===== config.mk =====
export PLATFORM = sky130hd
export DESIGN_NAME = token_tx_seq
export DESIGN_NICKNAME = d
export VERILOG_FILES = /design/src/rtl/token_tx_seq.sv
export SDC_FILE = /design/constraint.sdc
export NUM_CORES = 1
export LEC_CHECK = 0
export CAP_MARGIN = 20
export CORE_ASPECT_RATIO = 0.5
export CORE_MARGIN = 2
export CORE_UTILIZATION = 32
export DETAILED_ROUTE_END_ITERATION = 6
export MAX_ROUTING_LAYER = met4
export PLACE_DENSITY_LB_ADDON = 0.12
export SLEW_MARGIN = 25
export SYNTH_ARGS = -nofsm -noshare
export SYNTH_HDL_FRONTEND = slang
export SYNTH_SLANG_ARGS = --single-unit

===== constraint.sdc =====
create_clock -name clk -period 3.1 [get_ports clk]
set_input_delay 0.62 -clock clk [delete_from_list [all_inputs] [get_ports clk]]
set_output_delay 0.62 -clock clk [all_outputs]
set_load 0.02 [all_outputs]

===== src/rtl/token_tx_seq.sv =====
// token_tx_seq: builds a USB token packet (SYNC, PID, ADDR/ENDP, CRC5) as a
// serial bitstream for the downstream bit-stuff/NRZI stage. SYNC and PID are
// generated locally. The 11 ADDR/ENDP bits are fed through the external CRC5
// inserter, and the output passes through whatever that block emits, including
// the 5 CRC bits it appends.
module token_tx_seq #(
  parameter logic [7:0] SYNC_PAT  = 8'h80, // bit 0 goes out first
  parameter int         FIELD_LEN = 11,    // ADDR (7) + ENDP (4) bits
  parameter int         CRC_LEN   = 5
) (
  input  logic       clk,
  input  logic       rst_L,
  input  logic       start,
  input  logic [3:0] pid,
  input  logic [6:0] addr,
  input  logic [3:0] endp,
  input  logic       pause_out,
  output logic       outb,
  output logic       sending,
  output logic       busy,
  output logic       done,
  output logic       crc_inb,
  output logic       crc_recving,
  input  logic       crc_outb,
  input  logic       crc_sending,
  input  logic       crc_pause_in
);

  typedef enum logic [2:0] {
    IDLE,
    SYNC,
    PID,
    FIELD,
    CRC,
    FIN
  } state_e;

  localparam logic [3:0] LAST_SYNC  = 4'd7;
  localparam logic [3:0] LAST_PID   = 4'd7;
  localparam logic [3:0] LAST_FIELD = 4'(FIELD_LEN - 1);
  localparam logic [3:0] LAST_CRC   = 4'(CRC_LEN - 1);

  state_e     state_q, state_d;
  logic [3:0] cnt_q, cnt_d;
  logic [3:0] pid_q, pid_d;
  logic [6:0] addr_q, addr_d;
  logic [3:0] endp_q, endp_d;

  logic outb_q, outb_d;
  logic sending_q, sending_d;
  logic busy_q, busy_d;
  logic done_q, done_d;
  logic crc_inb_q, crc_inb_d;
  logic crc_recving_q, crc_recving_d;
  logic proto_err_q, proto_err_d;   // sticky CRC handshake violation

  logic        pass_thru;
  logic        accept;
  logic [7:0]  pid_bits;
  logic [10:0] field_bits;

  // In FIELD and CRC the serial stream belongs to the CRC block; elsewhere it
  // comes from our own registered bit. Keying off state_q makes reset force
  // outb/sending low immediately.
  assign pass_thru = (state_q == FIELD) || (state_q == CRC);
  assign sending   = pass_thru ? crc_sending : sending_q;
  assign outb      = pass_thru ? crc_outb    : outb_q;
  assign accept    = sending && !pause_out;

  assign busy        = busy_q;
  assign done        = done_q;
  assign crc_inb     = crc_inb_q;
  assign crc_recving = crc_recving_q;

  // Next-state, counter, latch and registered-output decode.
  always_comb begin
    // NOTE: every signal gets a default here so no path leaves one unassigned,
    // which would otherwise infer a latch.
    state_d       = state_q;
    cnt_d         = cnt_q;
    pid_d         = pid_q;
    addr_d        = addr_q;
    endp_d        = endp_q;
    proto_err_d   = proto_err_q;
    outb_d        = 1'b0;
    sending_d     = 1'b0;
    crc_inb_d     = 1'b0;
    crc_recving_d = 1'b0;

    unique case (state_q)
      IDLE: begin
        if (start) begin
          state_d = SYNC;
          cnt_d   = 4'd0;
          pid_d   = pid;
          addr_d  = addr;
          endp_d  = endp;
        end
      end
      SYNC: begin
        if (accept) begin
          if (cnt_q == LAST_SYNC) begin
            state_d = PID;
            cnt_d   = 4'd0;
          end else begin
            cnt_d = cnt_q + 4'd1;
          end
        end
      end
      PID: begin
        if (accept) begin
          if (cnt_q == LAST_PID) begin
            state_d = FIELD;
            cnt_d   = 4'd0;
          end else begin
            cnt_d = cnt_q + 4'd1;
          end
        end
      end
      FIELD: begin
        if (accept) begin
          if (cnt_q == LAST_FIELD) begin
            state_d = CRC;
            cnt_d   = 4'd0;
          end else begin
            cnt_d = cnt_q + 4'd1;
          end
        end
      end
      CRC: begin
        // While the CRC block drops crc_sending, accept stays low and we wait.
        if (accept) begin
          if (cnt_q == LAST_CRC) begin
            state_d = FIN;
            cnt_d   = 4'd0;
          end else begin
            cnt_d = cnt_q + 4'd1;
          end
        end
      end
      FIN: begin
        // A start arriving alongside done is dropped here on purpose.
        state_d = IDLE;
        cnt_d   = 4'd0;
      end
      default: begin
        state_d = IDLE;
        cnt_d   = 4'd0;
      end
    endcase

    // The CRC block must not claim to be emitting while we still feed it, and
    // must claim it whenever it sends during the CRC phase.
    if ((state_q == FIELD) && crc_pause_in) begin
      proto_err_d = 1'b1;
    end
    if ((state_q == CRC) && crc_sending && !crc_pause_in) begin
      proto_err_d = 1'b1;
    end

    // Outputs are decoded from the next state so they are registered; a
    // paused cycle keeps state/cnt and therefore holds every output.
    pid_bits   = {~pid_d, pid_d};
    field_bits = {endp_d, addr_d};
    unique case (state_d)
      SYNC: begin
        outb_d    = SYNC_PAT[cnt_d[2:0]];
        sending_d = 1'b1;
      end
      PID: begin
        outb_d    = pid_bits[cnt_d[2:0]];
        sending_d = 1'b1;
      end
      FIELD: begin
        crc_inb_d     = field_bits[cnt_d];
        crc_recving_d = 1'b1;
      end
      default: ;
    endcase
    busy_d = (state_d == SYNC) || (state_d == PID) ||
             (state_d == FIELD) || (state_d == CRC);
    done_d = (state_d == FIN);
  end

  // State and output registers; reset aborts any packet without a done pulse.
  always_ff @(posedge clk or negedge rst_L) begin
    if (!rst_L) begin
      state_q       <= IDLE;
      cnt_q         <= 4'd0;
      pid_q         <= 4'd0;
      addr_q        <= 7'd0;
      endp_q        <= 4'd0;
      outb_q        <= 1'b0;
      sending_q     <= 1'b0;
      busy_q        <= 1'b0;
      done_q        <= 1'b0;
      crc_inb_q     <= 1'b0;
      crc_recving_q <= 1'b0;
      proto_err_q   <= 1'b0;
    end else begin
      // NOTE: non-blocking assignments so every register samples the values
      // from before this edge, independent of statement order.
      state_q       <= state_d;
      cnt_q         <= cnt_d;
      pid_q         <= pid_d;
      addr_q        <= addr_d;
      endp_q        <= endp_d;
      outb_q        <= outb_d;
      sending_q     <= sending_d;
      busy_q        <= busy_d;
      done_q        <= done_d;
      crc_inb_q     <= crc_inb_d;
      crc_recving_q <= crc_recving_d;
      proto_err_q   <= proto_err_d;
    end
  end

endmodule


==> flow_summary_export.csv, run 1 <==
group,metric,value,unit
routing,vias,1365,
sta,max_freq,0.337,GHz
power_and_ir_drop,p_sw_share,39.3,%
routing,drt-total-wl,3.92,mm
cells_and_area,fin_nets,240,
cells_and_area,drive_above_1_share,25.2,%
synth,synth_seq_cells,28,
cts,cts.htree.levels,1,
setup_path,critPathCaptureType,"output pin",
floorplan,dieHeight,55.0,um
floorplan,start_util,33.5,%
synth,synth_edf_count,0,
placed_design,hpwl,2.99,mm
setup_path,cp_slowest_stage_delay,0.59,ns
sta,slew_viol_final,0,
floorplan,die_area,5830,sq um
synth,synth_cell_type_count,47,
synth,syn_area,1670,sq um
cts,clkSlewWorstSetupHoldPaths,0.09,ns
synth,synth-simple-area-share,19.2,%
sta,tightest_slew,0.568,ns
synth,synth_ff_type,"dfrtp_1",
floorplan,row_count,18,
sta,finalSetupTns,0,ns
placed_design,place_congestion,0.845,
setup_path,worstPathRequired,2.48,ns
cells_and_area,fillers,487,
setup_path,critPathArrivalTime,2.35,ns
synth,ys.warnings.count,0,
sta,period_share,95.8,%
cells_and_area,final_cell_mix,"dfrtp_1 (27), clkdlybuf4s50_1 (26), buf_4 (25), nand2_1 (14), mux2_2 (13)",
global_routing,grt_max_degree,29,
routing,drtPass1Iterations,4,
power_and_ir_drop,p_leak,0.000945,uW
synth,synth-xor-area-share,1.58,%
sta,final-hold-violation-count,0,
power_and_ir_drop,finalPower,2110,uW
cells_and_area,final_common_cell,"dfrtp_1",
synth,syn_inst,165,
synth,syn_nets,190,
synth,async_flop_share,100,%
global_routing,antenna_found_initial,0,
synth,syn_area_per_cell,10.1,sq um
cells_and_area,final_cells,284,
floorplan,num_io_pins,28,
floorplan,die_w,106,um
cts,clock_latency,0.27,ns
global_routing,grt_usage,15.3,%
cts,root_buffer,"clkbuf_8",
setup_path,crit_path_max_fanout,4,
power_and_ir_drop,powerDensity,939,nW/um^2
sta,period_needed,2.97,ns
routing,avgRoutedWirePerCell,13.8,um
cts,cts_tree,"built",
power_and_ir_drop,combPwrFrac,59.7,%
cells_and_area,synthToLayoutAreaGrowth,34.8,%
setup_path,crit_path_start_kind,"input port",
power_and_ir_drop,peakVddDrop,0.367,mV
sta,grt_setup_unrepaired,"false",
setup_path,cp_slowest_cell,"clkdlybuf4s50_1",
outcome,status,"finished, final reports clean",
cells_and_area,antenna_cells,0,
synth,synthMuxAreaShare,16.0,%
global_routing,first_global_vias,1380,
global_routing,overflow,0,
synth,yosysSeqAreaShare,42.1,%
routing,dr.first_iter.drc_count,25,
routing,drtAntennaViolNets,0,
cts,cts_max_path_buffers,2,
setup_path,path_cells,"clkdlybuf4s50_1 > a21oi_2 > buf_4 > or2_1 > buf_4 > inv_1 > clkdlybuf4s50_1",
placed_design,place.port_buffers,26,
placed_design,dp.cells,280,
cts,cts.sinks,28,
power_and_ir_drop,p_switching,829,uW
run,maxCapViolCount,0,
cts,cts_buffers,3,
min_path,min_path_type,"reg -> reg",
synth,synth_top_family_by_area,"simple AND/OR/NAND/NOR gates",
routing,drc,0,
routing,via_per_inst,4.81,
power_and_ir_drop,power_frac_seq,29.6,%
sta,fin_worst_skew,0.00234,ns
power_and_ir_drop,intPower,1280,uW
global_routing,grt_pass1_wl,6.64,mm
synth,synth-compound-area-share,13.8,%
sta,slew_headroom,61.8,%
synth,synthAdderAreaFrac,2.25,%
floorplan,core_area,4980,sq um
power_and_ir_drop,power.share.clock,10.7,%
cts,cts_hold_buf,0,
sta,setup_viol,0,
setup_path,path_class,"in -> out",
[synth_stat cells, types with 2 or more instances]
cell type,number,area [sq um]
o21ai_0,5,25.0
nand2_1,14,52.6
dfrtp_1,28,701
a221oi_1,2,17.5
or3_1,3,18.8
or2_1,2,12.5
ha_1,3,37.5
nand3_1,4,20.0
a21o_1,2,15.0
buf_4,2,15.0
xnor2_1,3,26.3
nor4bb_1,2,20.0
clkbuf_1,2,7.51
mux2_2,13,146
nor2b_1,2,12.5
nor3_1,4,20.0
nand2b_1,2,12.5
or4_1,2,15.0
o22ai_1,3,18.8
nand4_1,3,18.8
o32ai_1,2,17.5
nand3b_1,2,15.0
nor3b_2,2,25.0
o2111ai_1,2,17.5
mux2i_1,12,120
a21oi_1,5,25.0
inv_1,11,41.3
nor2_1,8,30.0
a21oi_2,2,17.5
[registers in the layout, indices dropped and copies added (netlist names)]
name,flops
cnt_q,4
done,1
busy,1
crc_recving,1
crc_inb,1
pid_q,4
state_q,3
sending_q,1
addr_q,7
endp_q,4
outb_q,1
[through the flow]
step	hold slack [ns]	util (%)	area (sq um)	setup slack, ns
after global placement	0.483	43.4	2160	-0.0847
after CTS	0.511	44.5	2220	0.109
final	0.505	45.1	2240	0.130
after detailed placement	0.488	43.4	2160	-0.127
after floorplan	0.324	-	1670	0.298
after global routing	0.522	45.1	2240	0.00828
[cell type report]
| class | count | area (sq um) | share of cell area, % |
|---|---|---|---|
| Multi-Input combinational cell | 119 | 907 | 40.4 |
| Sequential cell | 28 | 702 | 31.3 |
| Timing Repair Buffer | 51 | 448 | 20.0 |
| Tap cell | 70 | 87.6 | 3.90 |
| Clock buffer | 4 | 55.1 | 2.45 |
| Inverter | 12 | 45.0 | 2.01 |
[path summary, 6_finish.rpt]
path	from	end	slack [ns]	depth (start not counted)
setup / recovery	crc_sending	sending	0.13	7
min in group asynchronous	rst_L	pid_q[1]$_DFF_PN0_	0.72	2
setup reg to reg	state_q[0]$_DFF_PN0_	crc_inb$_DFF_PN0_	0.26	10
max in group asynchronous	rst_L	state_q[1]$_DFF_PN0_	2.10	2
hold / removal	addr_q[6]$_DFF_PN0_	addr_q[6]$_DFF_PN0_	0.50	1
hold reg to reg	addr_q[6]$_DFF_PN0_	addr_q[6]$_DFF_PN0_	0.50	1
[per-layer routing]
metal / global-route usage (%) / part of all wire [%] / vias up
li1: - / - / 695
met3: 3.16 / 2.7 / 0
met2: 23.3 / 42 / 25
met4: 3.95 / 0 / 0
met1: 21.1 / 55 / 645
met5: - / 0 / -
[power groups by stage]
| stage | clock network (uW) | registers, uW | logic [uW] |
|---|---|---|---|
| after floorplan | 0 | 604 | 798 |
| after global placement | 0 | 620 | 1240 |
| after detailed placement | 0 | 628 | 1240 |
| after CTS | 237 | 618 | 1250 |
| after global routing | 256 | 649 | 1400 |
| final | 226 | 625 | 1260 |
[worst max-delay path: cells and delay by family]
kind / cells / cell delay [ns]
AND/OR/NAND/NOR: 1 / 0.23
AO/OA/AOI/OAI: 1 / 0.06
buffers and inverters: 5 / 1.44
[cells by family (layout without fill, tap and decap cells)]
family,after synthesis,in the layout
compound gates,32,32
buf+inv,18,67
fa+ha+maj,3,3
xor+xnor,3,3
simple gates,56,56
mux,25,25
flops,28,28
[repair_timing]
item,in CTS,in global routing
endpoints found under the setup margin,0,3
setup buffers,0,0
gates resized for setup,0,5
(Power assumes the default switching activity.)
==> run 2: changes to the inputs <==
==> constraint.sdc (replaced) <==
create_clock -name clk -period 3.6 [get_ports clk]
set_input_delay 0.72 -clock clk [delete_from_list [all_inputs] [get_ports clk]]
set_output_delay 0.72 -clock clk [all_outputs]
set_load 0.02 [all_outputs]
==> flow_summary_export.csv, run 2 (synthesized netlist as in run 1, its figures left out) <==
group,metric,value,unit
sta,slew_headroom,64.3,%
cells_and_area,drive_above_1_share,17.2,%
global_routing,grt_max_degree,29,
setup_path,timing.reg2reg.setup_slack,0.52,ns
routing,drtPass1Iterations,4,
cells_and_area,final_cell_mix,"dfrtp_1 (28), clkdlybuf4s50_1 (26), nand2_1 (14), mux2_2 (13), mux2i_1 (12)",
outcome,status,"finished, final reports clean",
cells_and_area,antenna_cells,0,
sta,period_share,88.2,%
setup_path,critPathArrivalTime,2.45,ns
placed_design,place_congestion,0.867,
cts,clock_latency,0.28,ns
cts,cts.sinks,28,
sta,fin_worst_skew,0.00400,ns
floorplan,row_count,18,
cells_and_area,synthToLayoutAreaGrowth,26.9,%
cts,cts_tree,"built",
setup_path,r2r_cells,10,
cells_and_area,fin_area,2110,sq um
sta,hold_ws,0.506,ns
routing,drc,0,
cells_and_area,largest_reg_flops,7,
placed_design,placed_cell_area,2040,sq um
sta,finalSetupTns,0,ns
routing,drtAntennaViolNets,0,
cts,clkSlewWorstSetupHoldPaths,0.10,ns
global_routing,first_global_vias,1310,
sta,max_freq,0.315,GHz
sta,slew_viol_final,0,
routing,via_per_inst,5.01,
power_and_ir_drop,peakVddDrop,0.242,mV
setup_path,reg2reg_from,"state_q[1]$_DFF_PN0_",
sta,tightest_slew,0.532,ns
routing,avgRoutedWirePerCell,14.0,um
cts,cts_hold_buf,0,
setup_path,path_class,"reg -> out",
min_path,hold_start,"addr_q[5]$_DFF_PN0_",
global_routing,grt_pass1_wl,6.61,mm
cts,cts.htree.levels,1,
global_routing,overflow,0,
global_routing,antenna_found_initial,0,
cts,post_cts_resized,0,
setup_path,crit_path_start_kind,"register",
cts,root_buffer,"clkbuf_8",
setup_path,crit_path_max_fanout,14,
placed_design,place.port_buffers,26,
power_and_ir_drop,powerDensity,826,nW/um^2
cts,cts_post_setup_buffers_inserted,0,
min_path,min_path_type,"reg -> reg",
cells_and_area,final_common_cell,"dfrtp_1",
floorplan,num_io_pins,28,
floorplan,dieHeight,55.0,um
global_routing,grt_usage,15.1,%
floorplan,die_area,5830,sq um
setup_path,critPathCapture,"sending",
floorplan,die_w,106,um
routing,drt-total-wl,3.74,mm
setup_path,worstPathRequired,2.88,ns
power_and_ir_drop,p_leak,0.000872,uW
cells_and_area,fin_nets,224,
sta,final-hold-violation-count,0,
routing,vias,1344,
floorplan,core_area,4980,sq um
setup_path,crit-reg2reg-capture,"crc_inb$_DFF_PN0_",
sta,setup_viol,0,
cts,cts_buffers,3,
routing,dr.first_iter.drc_count,81,
run,maxCapViolCount,0,
sta,grt_setup_unrepaired,"false",
sta,period_needed,3.17,ns
floorplan,start_util,33.5,%
placed_design,hpwl,2.79,mm
setup_path,cp-startpoint,"state_q[2]$_DFF_PN0_",
cells_and_area,top_register,"addr_q",
setup_path,critPathCaptureType,"output pin",
cts,cts_max_path_buffers,2,
-- run 2: cell count changes in the layout (fill, tap and decap cells not counted), sizes merged --
| cell | delta |
|---|---|
| buf | -16 |
| clkbuf | -1 |
| bufinv | +1 |
-- run 2: worst min path at each step --
stage	end	slack, ns	depth (start not counted)
after floorplan	addr_q[0]$_DFF_PN0_	0.42	0
after global placement	addr_q[4]$_DFF_PN0_	0.48	1
after detailed placement	endp_q[0]$_DFF_PN0_	0.49	1
after CTS	addr_q[5]$_DFF_PN0_	0.51	1
after global routing	endp_q[3]$_DFF_PN0_	0.52	1
final	addr_q[5]$_DFF_PN0_	0.51	1
-- run 2: layer usage --
metal  vias to the layer above  part of all wire, %  track usage [%]
met5                         -                    0                -
met4                         0                 0.51             2.63
met3                         2                  4.7             3.40
met2                        38                   40             22.6
met1                       636                   55             21.4
li1                        668                    -                -
-- run 2: power breakdown --
part | internal [uW] | total [uW] | leakage [uW] | switching, uW
clock network | 149 | 251 | 0.0000357 | 102
logic | 451 | 951 | 0.000497 | 501
registers | 449 | 542 | 0.000339 | 92.9
total | 1050 | 1750 | 0.000872 | 696
-- run 2: cell type report --
type | instances | area [sq um]
well taps | 70 | 87.6
multi-input cells | 119 | 881
repair buffers | 35 | 328
clock inverters | 1 | 30.0
flip-flops and latches | 28 | 701
clock buffers | 3 | 41.3
fillers | 495 | 2860
inverters | 12 | 45.0
-- run 2: critical path, stage by stage, from the launching register on --
cell and delay, ns:
dfrtp_1 0.61, or3b_1 0.50, a21oi_2 0.27, or2_1 0.21, inv_1 0.05, clkdlybuf4s50_1 0.53
-- run 2: stage by stage --
step	instances	util, %	setup slack, ns	total power, uW
3_5_place_dp	264	41.0	0.205	1500
6_report	268	42.5	0.426	1750
5_1_grt	268	42.5	0.256	1900
4_1_cts	268	42.5	0.426	1760
3_3_place_gp	264	41.0	0.260	1500
2_1_floorplan	165	-	0.777	1210
==> run 3: changes to the inputs <==
--- a/config.mk
+++ b/config.mk
@@ -8,10 +8,11 @@
 export CAP_MARGIN = 20
 export CORE_ASPECT_RATIO = 0.5
 export CORE_MARGIN = 2
-export CORE_UTILIZATION = 32
+export CORE_UTILIZATION = 30
 export DETAILED_ROUTE_END_ITERATION = 6
 export MAX_ROUTING_LAYER = met4
 export PLACE_DENSITY_LB_ADDON = 0.12
+export SKIP_LAST_GASP = 1
 export SLEW_MARGIN = 25
 export SYNTH_ARGS = -nofsm -noshare
 export SYNTH_HDL_FRONTEND = slang
==> flow_summary_export.csv, run 3 (synthesized netlist as in run 1, its figures left out) <==
group,metric,value,unit
setup_path,crit_path_max_fanout,14,
cells_and_area,final_common_cell,"dfrtp_1",
floorplan,start_util,30.7,%
cells_and_area,area.sequential,701,sq um
placed_design,place_congestion,0.892,
cts,cts.htree.levels,1,
min_path,min_path_type,"reg -> reg",
floorplan,die_w,109,um
global_routing,grt_max_degree,29,
floorplan,row_count,19,
sta,final-hold-violation-count,0,
global_routing,use_met2,19.3,%
routing,drt-total-wl,3.77,mm
sta,finalSetupTns,0,ns
placed_design,dp.cells,268,
sta,tightest_slew,0.555,ns
cts,cts_post_setup_buffers_inserted,0,
setup_path,cp_slowest_cell,"dfrtp_1",
setup_path,worstPathRequired,2.88,ns
setup_path,crit_path_start_kind,"register",
setup_path,path_delay_family,"simple AND/OR/NAND/NOR gates",
routing,drtAntennaViolNets,0,
global_routing,use_met1,20.0,%
placed_design,hpwl,2.85,mm
setup_path,crit_buf_inv,2,
cts,clock_latency,0.27,ns
setup_path,reg2reg_from,"state_q[1]$_DFF_PN0_",
power_and_ir_drop,p_leak,0.000877,uW
sta,period_needed,3.17,ns
routing,drc,0,
cts,clkSlewWorstSetupHoldPaths,0.10,ns
cells_and_area,synthToLayoutAreaGrowth,27.6,%
routing,drtPass1Iterations,4,
cells_and_area,antenna_cells,0,
cells_and_area,final_cell_mix,"dfrtp_1 (28), clkdlybuf4s50_1 (26), nand2_1 (14), mux2_2 (13), mux2i_1 (12)",
global_routing,met3_usage,2.09,%
placed_design,placed_cell_area,2050,sq um
cts,cts_hold_buf,0,
cells_and_area,drive_above_1_share,17.6,%
outcome,status,"finished, final reports clean",
routing,avgRoutedWirePerCell,13.9,um
sta,fin_worst_skew,0.00518,ns
setup_path,critPathCaptureType,"output pin",
cells_and_area,fin_area,2120,sq um
routing,via_per_inst,5.01,
global_routing,grt_usage,13.4,%
cts,cts_buffers,3,
cells_and_area,fin_util,39.2,%
setup_path,cp_slowest_stage_delay,0.61,ns
global_routing,grt_most_used_layer,"met1",
sta,grt_setup_unrepaired,"false",
floorplan,num_io_pins,28,
sta,period_share,88.2,%
global_routing,overflow,0,
placed_design,place.port_buffers,26,
cells_and_area,final_cells,272,
power_and_ir_drop,powerDensity,824,nW/um^2
cells_and_area,fillers,577,
power_and_ir_drop,peakVddDrop,0.247,mV
floorplan,dieHeight,56.7,um
cells_and_area,multi_input_area,881,sq um
cts,cts.sinks,28,
sta,max_freq,0.315,GHz
setup_path,cp-startpoint,"state_q[2]$_DFF_PN0_",
cts,root_buffer,"clkbuf_8",
cells_and_area,fin_nets,225,
global_routing,first_global_vias,1299,
routing,dr.first_iter.drc_count,43,
cts,post_cts_resized,0,
setup_path,path_class,"reg -> out",
run,maxCapViolCount,0,
sta,slew_viol_final,0,
floorplan,die_area,6200,sq um
routing,vias,1363,
floorplan,core_area,5420,sq um
cells_and_area,largest_reg_flops,7,
setup_path,path_cells,"or3b_1 > a21oi_2 > or2_1 > inv_1 > clkdlybuf4s50_1",
sta,slew_headroom,62.7,%
global_routing,antenna_found_initial,0,
sta,hold_ws,0.510,ns
cts,cts_tree,"built",
global_routing,grt_pass1_wl,6.38,mm
cells_and_area,top_register,"addr_q",
setup_path,critPathArrivalTime,2.45,ns
min_path,hold_start,"addr_q[2]$_DFF_PN0_",
sta,setup_viol,0,
cts,cts_max_path_buffers,2,
==> run 3: stage by stage <==
step	setup slack [ns]	power [uW]
CTS	0.421	1770
global route	0.291	1900
floorplan	0.777	1210
detailed placement	0.232	1510
finish	0.426	1750
global placement	0.236	1510
==> run 3: final cells by class <==
| type | count | share of cell area (%) |
|---|---|---|
| multi-input cells | 119 | 41.5 |
| clock inverters | 1 | 1.41 |
| flip-flops and latches | 28 | 33.0 |
| inverters | 12 | 2.12 |
| repair buffers | 36 | 15.8 |
| well taps | 73 | 4.30 |
| clock buffers | 3 | 1.94 |
==> run 3: path summary, 6_finish.rpt <==
kind | slack (ns) | endpoint | depth (start not counted)
hold / removal | 0.51 | addr_q[2]$_DFF_PN0_ | 2
setup / recovery | 0.43 | sending | 5
max in group asynchronous | 2.52 | cnt_q[2]$_DFF_PN0_ | 2
setup reg to reg | 0.60 | crc_inb$_DFF_PN0_ | 10
hold reg to reg | 0.51 | addr_q[2]$_DFF_PN0_ | 2
min in group asynchronous | 0.81 | pid_q[1]$_DFF_PN0_ | 2
==> run 3: worst min-delay path: cells and delay by family, from the launching register on <==
kind     cells  cell delay (ns)
mux          1             0.07
flops        1             0.33
buf+inv      1             0.07
==> run 3: power by group <==
part	internal (uW)	total, uW	switching (uW)
registers	449	541	91.8
logic	461	961	500
clock network	149	249	99.7
total	1060	1750	691
==> run 3: metal layers <==
metal | part of all wire, % | up-vias
met2 | 43 | 26
met4 | 0.56 | 0
met1 | 53 | 667
met5 | 0 | -
li1 | - | 668
met3 | 3.7 | 2
